==> src/rtl/vec_lane_sequencer.sv <==
// rtl/vec_lane_sequencer.sv - sequences one 16-bit lane ALU across the lanes of a vector op
module vec_lane_sequencer #(
   parameter int LANES         = 4,
   parameter int LANE_WIDTH    = 16,
   parameter int VREG_ID_WIDTH = 6
) (
   input  logic                          I_CLOCK,
   input  logic                          I_RESET,
   input  logic                          I_Start,
   input  logic [1:0]                    I_Op,
   input  logic [LANES*LANE_WIDTH-1:0]   I_VecSrc1Value,
   input  logic [LANES*LANE_WIDTH-1:0]   I_VecSrc2Value,
   input  logic [LANE_WIDTH-1:0]         I_Imm,
   input  logic [LANE_WIDTH-1:0]         I_Src1Value,
   input  logic [$clog2(LANES)-1:0]      I_Idx,
   input  logic [VREG_ID_WIDTH-1:0]      I_DestVRegIdx,
   input  logic                          I_GPUStallSignal,
   output logic                          O_Busy,
   output logic [$clog2(LANES)-1:0]      O_LaneIdx,
   output logic [LANES*LANE_WIDTH-1:0]   O_VecDestValue,
   output logic [VREG_ID_WIDTH-1:0]      O_DestVRegIdx,
   output logic                          O_VRegWEn,
   output logic                          O_Done
);

   localparam int LW = $clog2(LANES);
   localparam int VW = LANES * LANE_WIDTH;

   localparam logic [1:0] OP_VADD     = 2'b00;
   localparam logic [1:0] OP_VMOV     = 2'b01;
   localparam logic [1:0] OP_VMOVI    = 2'b10;
   localparam logic [1:0] OP_VCOMPMOV = 2'b11;

   typedef enum logic [1:0] {
      S_IDLE = 2'd0,
      S_RUN  = 2'd1,
      S_DONE = 2'd2
   } state_t;

   state_t state, state_next;

   logic [1:0]               op_q;
   logic [VW-1:0]            src1_q;
   logic [VW-1:0]            src2_q;
   logic [LANE_WIDTH-1:0]    imm_q;
   logic [LANE_WIDTH-1:0]    scalar_q;
   logic [LW-1:0]            idx_q;
   logic [VREG_ID_WIDTH-1:0] dest_q;
   logic [LW-1:0]            lane_q;
   logic [VW-1:0]            result_q;
   logic                     busy_q;

   logic                     accept;
   logic                     lane_step;
   logic                     last_lane;
   logic [LANE_WIDTH-1:0]    lane_src1;
   logic [LANE_WIDTH-1:0]    lane_src2;
   logic [LANE_WIDTH-1:0]    lane_val;

   always_ff @(posedge I_CLOCK) begin
      if (I_RESET) state <= S_IDLE;
      else         state <= state_next;
   end

   always_comb begin
      state_next = state;
      accept     = 1'b0;
      lane_step  = 1'b0;
      O_VRegWEn  = 1'b0;
      O_Done     = 1'b0;
      case (state)
         S_IDLE: begin
            if (I_Start && !I_GPUStallSignal) begin
               accept     = 1'b1;
               state_next = S_RUN;
            end
         end
         S_RUN: begin
            if (!I_GPUStallSignal) begin
               lane_step = 1'b1;
               if (last_lane) state_next = S_DONE;
            end
         end
         S_DONE: begin
            O_VRegWEn = 1'b1;
            O_Done    = 1'b1;
            if (!I_GPUStallSignal) state_next = S_IDLE;
         end
         default: state_next = S_IDLE;
      endcase
   end

   assign last_lane = (lane_q == LW'(LANES - 1));
   assign lane_src1 = src1_q[lane_q*LANE_WIDTH +: LANE_WIDTH];
   assign lane_src2 = src2_q[lane_q*LANE_WIDTH +: LANE_WIDTH];

   // Lanes are independent: VADD wraps per lane with no carry into the neighbour.
   always_comb begin
      lane_val = lane_src1;
      case (op_q)
         OP_VADD:     lane_val = lane_src1 + lane_src2;
         OP_VMOV:     lane_val = lane_src1;
         OP_VMOVI:    lane_val = imm_q;
         OP_VCOMPMOV: lane_val = (lane_q == idx_q) ? scalar_q : lane_src1;
         default:     lane_val = lane_src1;
      endcase
   end

   always_ff @(posedge I_CLOCK) begin
      if (I_RESET) begin
         op_q     <= '0;
         src1_q   <= '0;
         src2_q   <= '0;
         imm_q    <= '0;
         scalar_q <= '0;
         idx_q    <= '0;
         dest_q   <= '0;
         lane_q   <= '0;
         result_q <= '0;
         busy_q   <= 1'b0;
      end else begin
         busy_q <= (state_next != S_IDLE);
         if (accept) begin
            op_q     <= I_Op;
            src1_q   <= I_VecSrc1Value;
            src2_q   <= I_VecSrc2Value;
            imm_q    <= I_Imm;
            scalar_q <= I_Src1Value;
            idx_q    <= I_Idx;
            dest_q   <= I_DestVRegIdx;
            lane_q   <= '0;
            result_q <= '0;
         end else if (lane_step) begin
            result_q[lane_q*LANE_WIDTH +: LANE_WIDTH] <= lane_val;
            if (!last_lane) lane_q <= lane_q + LW'(1);
         end
      end
   end

   assign O_Busy         = busy_q;
   assign O_LaneIdx      = lane_q;
   assign O_VecDestValue = result_q;
   assign O_DestVRegIdx  = dest_q;

endmodule

==> config.mk <==
export PLATFORM = sky130hd
export DESIGN_NAME = vec_lane_sequencer
export DESIGN_NICKNAME = d
export VERILOG_FILES = /design/src/rtl/vec_lane_sequencer.sv
export SDC_FILE = /design/constraint.sdc
export NUM_CORES = 1
export LEC_CHECK = 0
export ABC_AREA = 1
export CAP_MARGIN = 20
export CORE_MARGIN = 5
export CORE_UTILIZATION = 56
export CTS_BUF_LIST = sky130_fd_sc_hd__clkbuf_4
export CTS_CLUSTER_SIZE = 10
export DETAILED_ROUTE_END_ITERATION = 8
export PLACE_DENSITY = 0.95
export SLEW_MARGIN = 20
export SYNTH_ARGS = -nofsm -noshare
export SYNTH_HDL_FRONTEND = slang
export SYNTH_SLANG_ARGS = --single-unit
==> constraint.sdc <==
create_clock -name I_CLOCK -period 4.4 [get_ports I_CLOCK]
set_input_delay 0.88 -clock I_CLOCK [delete_from_list [all_inputs] [get_ports I_CLOCK]]
set_output_delay 0.88 -clock I_CLOCK [all_outputs]
set_load 0.01 [all_outputs]
* After elaboration in Yosys (flattened, before gate mapping)
Index checks and enable logic that the tools add are counted.
Word-level totals: register bits 239, output and inout port bits 75, word-level logic and storage cells 46
Cells by class: add/sub/neg operators 3, equality and inequality tests 7, shift operators 4, muxes and demuxes 13, bitwise gates (word level) 1, reductions and logical operators 7
Operators with widths (number):
- $shiftx A64 B7 Y16 | 2
- $bwmux W64 | 1
- $pmux W16 S4 | 1
- $shift A16 B34 Y64 const A | 1
- $shiftx A16 B34 Y64 | 1
- $neg A6 Y34 | 1
- $add A16 B16 Y16 | 1
- $mux W16 | 1
- $eq A2 B2 Y1 const B | 4
- $mux W2 | 4
- $pmux W2 S3 | 1
- $mux W1 | 5
- $eq A2 B1 Y1 const B | 2
- $logic_not A2 Y1 | 2
- $add A2 B1 Y2 const B | 1
- $eq A2 B2 Y1 | 1
- $reduce_and A2 Y1 | 1
- $reduce_bool A2 Y1 | 1
- $reduce_or A2 Y1 | 1
- $logic_and A1 B1 Y1 | 1
- $logic_not A1 Y1 | 1
- $not A1 Y1 | 1

* Depth between registers and ports, before layout
Gate-level depths: netlist of run 1.
depth in word-level cells 5, gate-level depth with buffers 21

* Worst setup path before layout of run 1
OpenSTA, ideal clock, no wires.
path kind register to register, start reg lane_q[0], in the netlist O_LaneIdx[0], end reg result_q[62], in the netlist O_VecDestValue[62], arrival time 2.774 ns, setup slack 1.555 ns, cell stages (with the launch flop) 21, path buffers 4, cell sequence dfxtp_1 > buf_6 > inv_2 > buf_4 > buf_4 > clkbuf_1 > nor2_1 > o22ai_1 > ha_1 > fa_1 > nand2_1 > nand3_1 > nand3_1 > nand2_1 > nand2_1 > nand3_1 > nand3_1 > nand2_1 > nor2_2 > nand3_1 > a21oi_1
Between the ends: word-level cells in the longest chain between the ends 5, elaborated cells between the ends (all ways) 10, classes of those cells add/sub (2); eq/ne (1); shift (4); mux (3)
RTL lines:
- from (decl) | line 49 | logic [LW-1:0] lane_q;
- from (signal assigned) | line 135 | if (!last_lane) lane_q <= lane_q + LW'(1);
- $shiftx A64 B7 Y16, or another cell as far along | line 94 | assign lane_src1 = src1_q[lane_q*LANE_WIDTH +: LANE_WIDTH];
- $add A16 B16 Y16 / $mux W16 (equally long branches) | line 101, 104
- $pmux W16 S4 | line 100 | case (op_q)
- $shiftx A16 B34 Y64 | line 134 | result_q[lane_q*LANE_WIDTH +: LANE_WIDTH] <= lane_val;
- $bwmux W64 (*) | line 134
- to (signal, indexed assignment) | line 134
- to (decl) | line 50 | logic [VW-1:0] result_q;
Every way passes the cells marked *; elsewhere a longest branch is shown, timed or not. A chain may end at the register's enable or synchronous reset.

* Worst setup path in the final report of run 1
start reg lane_q[1], in the netlist O_LaneIdx[1], end reg result_q[58], in the netlist O_VecDestValue[58]
Same word-level chain as after synthesis.

==> summary.txt, run 1 <==
Nets = 2026
Via count = 11882
Post-Syn Area = 11100 um2
CTS buffer count = 56
H-tree depth = 2
Final setup viols = 0
Worst Tran Pin Value = 996 ps
I/O pins = 249
Sequential area share after synthesis = 43.0%
Synthesized area per cell = 6.87 um2
Yosys reg bits = 239
Number of synthesized flops with an enable pin = 0
Lkg Pwr = 5.77 nW
Gr usage total = 30.7%
Final hold violation count = 0
Crit path kind = flop to flop
Final period util = 77.0%
Pin count of the biggest net entering global routing = 169
Residual DRC count = 0
Setup TNS = 0 ps
Worst-path fanout max = 37
Worst setup startpoint = O_LaneIdx[1]
Unique masters post-synth = 37
Ys async rst share = 0%
Final WL = 35800 um
Slew Limit Headroom = 33.4%
Dominant cell type by area after synthesis = dfxtp_1
# rows = 51
Worst-path clk slew = 80 ps
Placer Congestion = 0.923
Max cap viols = 0
Die area = 22800 um2
Final ANT Viol Nets = 0
Critical Path RT = 5000 ps
Crit path DAT = 3990 ps
Reg2reg end = O_VecDestValue[58]
Fmax = 295 MHz
Ys flop type = dfxtp_1
Total grt overflow = 0
# resized after CTS = 0
Slew Viols, Final = 0
Chip Height = 151 um
Clk_skew = 62.8 ps
Core Region = 19500 um2
Initial antenna violation count = 1
Most used standard cell by instance count after synthesis = nor2_1
Worst vdd ir = 0.000202 V
Port Buffer Count = 248
Post-CTS Setup Inserts = 0
Clock latency on the worst-skew pair = 690 ps
Vias per inst = 5.58
CTS tree = yes
Synth Instances = 1619
Pwr dens = 353 nW/um2
Total iterations of the first detailed-routing run = 5
Layout cells sized above 1 = 7.09%
R2R Path Start = O_LaneIdx[1]
Number of synthesis warnings = 0
Hold buffers post-CTS = 0
Status = finished clean
Die W = 151 um
CP Capture Type = flop
Wire length per cell = 16.8 um
DP Cell Count = 2037
Area share of the largest cell type after synthesis = 43.0%
Post-Syn Nets = 1815
FF-to-FF setup slack = 1010 ps
Initial drt markers = 1118
Clock root buffer = clkbuf_4
Ranking of synthesized cells by area = dfxtp_1 (43%), nor2_1 (13%), o21ai_0 (10%), nand2_1 (9.9%), nand3_1 (4.0%)
RSZ-0062 raised after global routing = false
Max clock buf depth = 3
Vias in the first global route = 11193
Detail Placement HPWL = 25800 um
Hold/Removal Path Class = flop to flop
First-pass GRT wire length = 56100 um
Worst reg2reg path depth = 17
Minimum clock period = 3390 ps
CP startpoint kind = flop
Clk sinks = 239
Worst setup endpoint = O_VecDestValue[58]
Initial Util = 57.0%
Synth-to-Final Area Change = 28.2%
Finished Layout Cells = 2129
Synth top cells by count = nor2_1 (386), nand2_1 (292), dfxtp_1 (239), o21ai_0 (229), nand3_1 (90)
# fillers = 1501
[critical path, stage by stage, from the launching register on]
cell	delay, ps
dfxtp_2	320
inv_2	550
nand3_1	190
nand2_1	210
inv_1	100
ha_1	230
fa_1	410
nand2_1	110
nand3_1	70
nand3_1	70
nand2_1	100
nand2_1	90
nand3_1	60
nand3_1	160
nand2_1	90
nor2_2	240
nand3_1	130
a21oi_1	190
[cell families after synthesis]
logic type                 synth area share, %
and+or+nand+nor                           30.0
AOI/OAI and AO/OA                         16.6
DFF                                       43.0
buffers and inverters                     7.01
adders and majority gates                 2.54
xor gates and xnor gates                 0.810
[layer usage]
metal  wire, um  vias to the layer above  global-route usage (%)
met5          0                        -                       0
met4       1410                        0                    13.1
met3       3500                      104                    5.63
met2      16800                      668                    50.9
met1      14000                     5405                    39.3
li1           -                     5705                       -
[state kept, by name, indices dropped and copies added (netlist names)]
name,cells
imm_q,16
O_VecDestValue,64
state,2
op_q,2
src1_q,64
src2_q,64
idx_q,2
O_LaneIdx,2
O_DestVRegIdx,6
scalar_q,16
O_Busy,1
[stage by stage]
step           area [um2]  utilization, %  power (mW)  hold slack [ps]  setup slack, ps
2_1_floorplan       11100               -        2.93              424             1560
3_3_place_gp        13600            69.6        3.28              436             1070
3_5_place_dp        13600            69.6        3.31              441              963
4_1_cts             14300            73.0        5.02              453             1060
5_1_grt             14300            73.0        5.27              471              757
6_report            14300            73.0        5.03              451             1010
[layout by cell type, fill, tap and decap left out, types with 8 or more instances in the layout]
master,n
nand2_1,291
ha_1,21
nand4_1,17
nor2_1,386
o21ai_0,229
a21oi_1,89
nand3_1,90
clkdlybuf4s50_1,248
buf_4,8
clkbuf_4,74
inv_1,70
clkinv_1,11
dfxtp_1,237
nor2_2,10
o22ai_1,15
[cell type report]
class	instances	area (um2)	area share (%)
multi-input cells	1197	5560	39.0
flip-flops and latches	239	4790	33.6
repair buffers	259	2600	18.3
clock buffers	74	556	3.90
well taps	265	332	2.33
inverters	77	295	2.07
clock inverters	17	120	0.842
diodes	1	2.50	0.0175
[power by group]
| part | switching, mW | internal [mW] | total, mW | leakage [nW] |
|---|---|---|---|---|
| sequential | 0.0679 | 2.28 | 2.35 | 1.96 |
| clock | 0.848 | 0.893 | 1.74 | 0.402 |
| combinational | 0.572 | 0.372 | 0.944 | 3.41 |
| total | 1.49 | 3.54 | 5.03 | 5.77 |
[worst min path at each step]
stage	startpoint	end	slack [ps]	depth (start not counted)
detailed placement	imm_q[4]	imm_q[4]	440	2
global placement	imm_q[4]	imm_q[4]	440	2
floorplan	imm_q[4]	imm_q[4]	420	2
global route	imm_q[4]	imm_q[4]	470	2
CTS	imm_q[4]	imm_q[4]	450	2
finish	imm_q[4]	imm_q[4]	450	2
Power figures use the tool's default switching activity.
==> inputs of run 2 (changes only) <==
--- a/config.mk
+++ b/config.mk
@@ -8,11 +8,11 @@
 export ABC_AREA = 1
 export CAP_MARGIN = 20
 export CORE_MARGIN = 5
-export CORE_UTILIZATION = 56
+export CORE_UTILIZATION = 52
 export CTS_BUF_LIST = sky130_fd_sc_hd__clkbuf_4
 export CTS_CLUSTER_SIZE = 10
 export DETAILED_ROUTE_END_ITERATION = 8
-export PLACE_DENSITY = 0.95
+export PLACE_DENSITY = 0.93
 export SLEW_MARGIN = 20
 export SYNTH_ARGS = -nofsm -noshare
 export SYNTH_HDL_FRONTEND = slang
==> constraint.sdc (replaced) <==
create_clock -name I_CLOCK -period 3.6 [get_ports I_CLOCK]
set_input_delay 0.72 -clock I_CLOCK [delete_from_list [all_inputs] [get_ports I_CLOCK]]
set_output_delay 0.72 -clock I_CLOCK [all_outputs]
set_load 0.01 [all_outputs]
==> summary.txt, run 2 (synthesis results as in run 1) <==
Slew Viols, Final = 0 (unchanged)
Vias per inst = 5.47 (-1.9%)
Final setup viols = 0 (unchanged)
Vias in the first global route = 11082 (-0.99%)
Hold buffers post-CTS = 0 (unchanged)
Final hold violation count = 0 (unchanged)
Total iterations of the first detailed-routing run = 5 (unchanged)
Commonest non-fill, non-tap cell in the layout = nor2_1
Die W = 156 um (+3.5%)
Minimum clock period = 3140 ps (-246 ps)
R2R Path Start = O_LaneIdx[0]
Worst vdd ir = 0.000244 V (+21%)
CP Capture Type = flop
First-pass GRT wire length = 55700 um (-0.76%)
H-tree depth = 2 (unchanged)
Max clock buf depth = 3 (unchanged)
Clk sinks = 239 (unchanged)
# resized after CTS = 0 (unchanged)
Crit path DAT = 3740 ps (-250 ps)
Synth-to-Final Area Change = 29.8%
Setup TNS = 0 ps (unchanged)
Clock latency on the worst-skew pair = 710 ps (+20 ps)
Gr usage total = 28.1% (-2.6 points)
Clock root buffer = clkbuf_4
FF-to-FF setup slack = 460 ps (-550 ps)
Nets = 2038 (+0.59%)
Total grt overflow = 0 (unchanged)
Detail Placement HPWL = 26300 um (+1.9%)
Worst-path clk slew = 80 ps (about the same)
WHS = 467 ps (+15.9 ps)
Via count = 11810 (-0.61%)
Fmax = 318 MHz (+7.8%)
Max cap viols = 0 (unchanged)
Most frequent cells in the layout = nor2_1 (385), nand2_1 (291), clkdlybuf4s50_1 (248)
Clk_skew = 68.0 ps (+5.22 ps)
Worst Tran Pin Value = 887 ps (-109 ps)
Layout cells sized above 1 = 7.92% (+0.83 points)
Final WL = 35900 um (+0.24%)
Worst reg2reg path depth = 18 (+1)
Placer Congestion = 0.955 (+3.4%)
Hold_sp = imm_q[7]
Final period util = 87.3% (+10 points)
# rows = 53 (+3.9%)
Pwr dens = 434 nW/um2 (+23%)
Post-Place Cell Area = 13700 um2 (+0.77%)
Residual DRC count = 0 (unchanged)
Critical Path RT = 4190 ps (-810 ps)
Hold/Removal Path Class = flop to flop
Chip Height = 156 um (+3.5%)
Die area = 24400 um2 (+7.2%)
Pin count of the biggest net entering global routing = 176 (+4.1%)
CP startpoint kind = flop
Post-Layout Inst Area = 14400 um2 (+1.3%)
Status = finished clean
Core Region = 21000 um2 (+7.7%)
Fin util = 68.7% (-4.3 points)
Final ANT Viol Nets = 0 (unchanged)
RSZ-0062 raised after global routing = false
Initial drt markers = 1092 (-2.3%)
Reg2reg end = O_VecDestValue[47]
Post-CTS Setup Inserts = 0 (unchanged)
Hold depth = 2 (unchanged)
Port Buffer Count = 248 (unchanged)
Initial antenna violation count = 2 (+1)
CTS buffer count = 58 (+3.6%)
Initial Util = 52.9% (-4.1 points)
Worst-path fanout max = 26 (-30%)
Hold Path Sink = imm_q[7]
Wire length per cell = 16.6 um (-1.1%)
Lkg Pwr = 5.86 nW (+1.4%)
Slew Limit Headroom = 40.4% (+7.0 points)
CTS tree = yes
Crit path kind = flop to flop
I/O pins = 249 (unchanged)
[run 2: cell types whose count changed in the layout (fill, tap and decap cells not counted)]
cell	delta
buf_4	+8
nor2_1	-1
buf_12	+2
clkbuf_4	+8
nor2_2	+1
clkinv_4	+1
clkinv_2	-2
clkinv_1	+3
inv_2	-1
[run 2: critical path, stage by stage, from the launching register on]
cell and delay [ps]:
dfxtp_4 360, inv_2 400, buf_4 260, nand2_1 80, nand3_1 110, nand2_1 130, inv_2 120, ha_1 310
nand2_1 140, inv_1 60, nand2_1 60, nand2_1 60, a21oi_1 180, nand3_1 110, nand3_1 170, nand2_1 80
inv_1 110, nand3_1 110, a21oi_1 190
[run 2: layout make-up]
cell class,instances,area [um2]
Antenna cell,1,2.50
Clock buffer,82,616
Inverter,77,295
Tap cell,275,344
Fill cell,1675,6580
Timing Repair Buffer,269,2700
Multi-Input combinational cell,1197,5570
Clock inverter,18,126
Sequential cell,239,4790
[run 2: through the flow]
stage | power (mW) | cells | setup WS, ps
after floorplan | 3.59 | 1619 | 755
after global placement | 4.02 | 2056 | 563
after detailed placement | 4.05 | 2056 | 566
after CTS | 6.26 | 2156 | 565
after global routing | 6.56 | 2158 | 299
final | 6.26 | 2158 | 456
[run 2: per-layer routing]
layer  wire length (um)  share of wire [%]  track usage, %  vias to the layer above
met4               1340                3.7            11.3                        2
met3               3300                9.2            6.03                      103
met1              14600                 41            36.7                     5322
met2              16600                 46            45.5                      631
li1                   -                  -               -                     5752
met5                  7              0.020               0                        -
[run 2: how the worst max path moves through the flow]
stage	cells past startpoint	start	slack (ps)	endpoint
detailed placement	8	I_GPUStallSignal	570	O_VecDestValue[14]
floorplan	20	O_LaneIdx[0]	760	O_VecDestValue[62]
global route	17	O_LaneIdx[0]	300	O_VecDestValue[47]
global placement	8	I_GPUStallSignal	560	O_VecDestValue[14]
finish	18	O_LaneIdx[0]	460	O_VecDestValue[47]
CTS	18	O_LaneIdx[0]	570	O_VecDestValue[47]
[run 2: power by group]
part / internal, mW / total, mW / switching [mW]
Combinational: 0.465 / 1.15 / 0.680
Sequential: 2.78 / 2.87 / 0.0876
Clock: 1.19 / 2.24 / 1.06
Total: 4.44 / 6.26 / 1.82
==> inputs of run 3 (changes only) <==
--- a/config.mk
+++ b/config.mk
@@ -5,14 +5,15 @@
 export SDC_FILE = /design/constraint.sdc
 export NUM_CORES = 1
 export LEC_CHECK = 0
-export ABC_AREA = 1
 export CAP_MARGIN = 20
+export CELL_PAD_IN_SITES_DETAIL_PLACEMENT = 2
+export CELL_PAD_IN_SITES_GLOBAL_PLACEMENT = 2
 export CORE_MARGIN = 5
-export CORE_UTILIZATION = 52
+export CORE_UTILIZATION = 30
 export CTS_BUF_LIST = sky130_fd_sc_hd__clkbuf_4
 export CTS_CLUSTER_SIZE = 10
 export DETAILED_ROUTE_END_ITERATION = 8
-export PLACE_DENSITY = 0.93
+export PLACE_DENSITY = 0.94
 export SLEW_MARGIN = 20
 export SYNTH_ARGS = -nofsm -noshare
 export SYNTH_HDL_FRONTEND = slang
==> summary.txt, run 3 <==
Total grt overflow = 0 (unchanged)
Ys async rst share = 0% (unchanged)
Core Region = 33700 um2 (+60%)
FF-to-FF setup slack = 140 ps (-310 ps)
Worst-path clk slew = 60 ps (-20 ps)
WHS = 457 ps (-10.3 ps)
Sw frac = 27.8% (-1.4 points)
# rows = 67 (+26%)
Hold buffers post-CTS = 0 (unchanged)
Fin util = 41.9% (-27 points)
Slew Limit Headroom = 23.5% (-17 points)
Status = finished clean
Final worst slack = 144 ps (-312 ps)
Max incr delay on CP = 570 ps (+170 ps)
Residual DRC count = 0 (unchanged)
R2R Path Start = O_LaneIdx[1]
Clock root buffer = clkbuf_4
Synth top cells by count = nand2_1 (391), dfxtp_1 (239), a21oi_1 (202), clkbuf_1 (73), nor2_1 (54)
Most frequent cells in the layout = nand2_1 (391), clkdlybuf4s50_1 (247), dfxtp_1 (236)
M1 WL = 19000 um (+30%)
Routed wl met3 = 2320 um (-30%)
Sequential area share after synthesis = 46.5% (+3.5 points)
H-tree depth = 3 (+1)
CTS tree = yes
Post-Syn Area = 10300 um2 (-7.5%)
Detail Placement HPWL = 34200 um (+30%)
Final WL = 46400 um (+29%)
I/O pins = 249 (unchanged)
Hold depth = 2 (unchanged)
Final hold violation count = 0 (unchanged)
Minimum clock period = 3460 ps (+312 ps)
Final setup viols = 0 (unchanged)
CP Buf/Inv Count = 1 (-4)
Hold/Removal Path Class = input port to flop
Reg2reg end = O_VecDestValue[9]
Top delay family on crit path = compound AO/OA/AOI/OAI gates
Initial Util = 30.5% (-22 points)
Max clock buf depth = 3 (unchanged)
Max cap viols = 0 (unchanged)
Ranking of synthesized cells by area = dfxtp_1 (47%), nand2_1 (14%), a21oi_1 (9.8%), mux4_2 (7.0%), clkbuf_1 (2.7%)
First-pass GRT wire length = 70000 um (+26%)
CP startpoint kind = flop
CTS buffer count = 68 (+17%)
Hold Path Sink = scalar_q[15]
Wire length per cell = 23.4 um (+41%)
Comb pwr share = 13.1% (-5.2 points)
RSZ-0062 raised after global routing = false
Max Used Layer = met4
Number of synthesis warnings = 0 (unchanged)
Vias in the first global route = 11706 (+5.6%)
Worst-path fanout max = 14 (-46%)
Unique masters post-synth = 58 (+57%)
Synthesized area per cell = 8.36 um2 (+22%)
Initial antenna violation count = 1 (-1)
Clock latency on the worst-skew pair = 690 ps (-20 ps)
Number of synthesized flops with an enable pin = 0 (unchanged)
Chip Height = 195 um (+25%)
Commonest non-fill, non-tap cell in the layout = nand2_1
Finished Layout Cells = 1984 (-8.1%)
Critical Path RT = 4150 ps (-40 ps)
Worst Tran Pin Value = 1150 ps (+261 ps)
Worst reg2reg path depth = 9 (-9)
Pre-CTS WS = 29.3 ps (-537 ps)
Most used standard cell by instance count after synthesis = nand2_1
Setup TNS = 0 ps (unchanged)
Final ANT Viol Nets = 0 (unchanged)
Crit path kind = flop to flop
Total iterations of the first detailed-routing run = 5 (unchanged)
Placer Congestion = 0.893 (-6.5%)
Internal power = 4.52 mW (+2.0%)
Via count = 10387 (-12%)
Post-Place Cell Area = 13200 um2 (-3.3%)
Clock network fraction of total power = 41.9% (+6.1 points)
Die W = 195 um (+25%)
Clk_skew = 48.3 ps (-19.7 ps)
Gr usage total = 23.3% (-4.8 points)
Final period util = 96.0% (+8.7 points)
Critical-path top delay cell = mux4_2
Lkg Pwr = 5.09 nW (-13%)
Slew Viols, Final = 0 (unchanged)
Pwr dens = 443 nW/um2 (+2.3%)
Yosys reg bits = 239 (unchanged)
Met2 routed WL = 24100 um (+45%)
Nets = 1688 (-17%)
DP Cell Count = 1870 (-9.0%)
# resized after CTS = 1 (+1)
Crit path DAT = 4010 ps (+270 ps)
Dominant cell type by area after synthesis = dfxtp_1
Cell mode on critical path = a221o_1
Vias per inst = 5.24 (-4.3%)
Area share of the largest cell type after synthesis = 46.5% (+3.5 points)
Synth-to-Final Area Change = 37.4%
Post-CTS Setup Inserts = 0 (unchanged)
Ys flop type = dfxtp_1
Clk sinks = 239 (unchanged)
Post-Syn Nets = 1426 (-21%)
Layout cells sized above 1 = 12.1% (+4.1 points)
Fmax = 289 MHz (-9.0%)
Hold_sp = I_RESET
Synth Instances = 1230 (-24%)
Crit-path cells = buf_6 -> mux4_2 -> ha_1 -> a21o_1 -> a221o_1 -> a21oi_1 -> xor2_1 -> a221o_1 -> o21ai_0
Switch Pwr = 1.74 mW (-4.6%)
Post-Layout Inst Area = 14100 um2 (-2.2%)
Port Buffer Count = 248 (unchanged)
CP Capture Type = flop
Total power = 6.26 mW (about the same)
Pin count of the biggest net entering global routing = 171 (-2.8%)
Die area = 38100 um2 (+56%)
Worst vdd ir = 0.000191 V (-22%)
Initial drt markers = 618 (-43%)
Reg power frac = 45.0% (-0.9 points)
[run 3: changes by cell type after synthesis, sizes merged, moves of 68 or more]
cell | before | now
nor2 | 396 | 54
o21ai | 232 | 37
a21oi | 89 | 202
nand2 | 300 | 392
nand3 | 93 | 9
inv | 75 | 7
[run 3: logic make-up after synthesis]
logic type	count (synthesis)	synth area share, %
flip-flops	239	46.5
buffers and inverters	91	3.59
AND/OR/NAND/NOR	505	20.0
XOR/XNOR	9	0.949
AO/OA/AOI/OAI	327	18.5
multiplexers	37	7.70
adder cells (fa/ha/maj)	22	2.75
[run 3: worst max path at each step]
stage | from | end | slack [ps] | cells past startpoint
floorplan | O_LaneIdx[0] | O_VecDestValue[30] | 10 | 11
global placement | O_LaneIdx[0] | O_VecDestValue[42] | 180 | 9
detailed placement | O_LaneIdx[1] | O_VecDestValue[10] | 30 | 9
CTS | O_LaneIdx[0] | O_VecDestValue[30] | 30 | 9
global route | O_LaneIdx[1] | O_VecDestValue[9] | 40 | 9
finish | O_LaneIdx[1] | O_VecDestValue[9] | 140 | 9
[run 3: area by class of cell]
| type | count | area (um2) |
|---|---|---|
| timing repair buffer | 276 | 2730 |
| multi-input combinational | 900 | 5160 |
| inverter | 7 | 26.3 |
| sequential | 239 | 4790 |
| clock buffer | 101 | 758 |
| antenna | 1 | 2.50 |
| fill | 3765 | 19600 |
| tap | 448 | 561 |
| clock inverter | 12 | 98.8 |
[run 3: layer usage]
layer  vias up  global-route usage, %
li1       4782                      -
met1      5211                   28.0
met2       325                   42.8
met3        69                   3.96
met4         0                   6.57
met5         -                      0
[run 3: power groups by stage]
stage,clock [mW],combinational [mW],sequential [mW]
3_3_place_gp,0,0.773,2.87
6_report,2.62,0.822,2.82
5_1_grt,2.85,0.880,2.82
2_1_floorplan,0,0.404,2.83
4_1_cts,2.69,0.818,2.82
3_5_place_dp,0,0.803,2.88
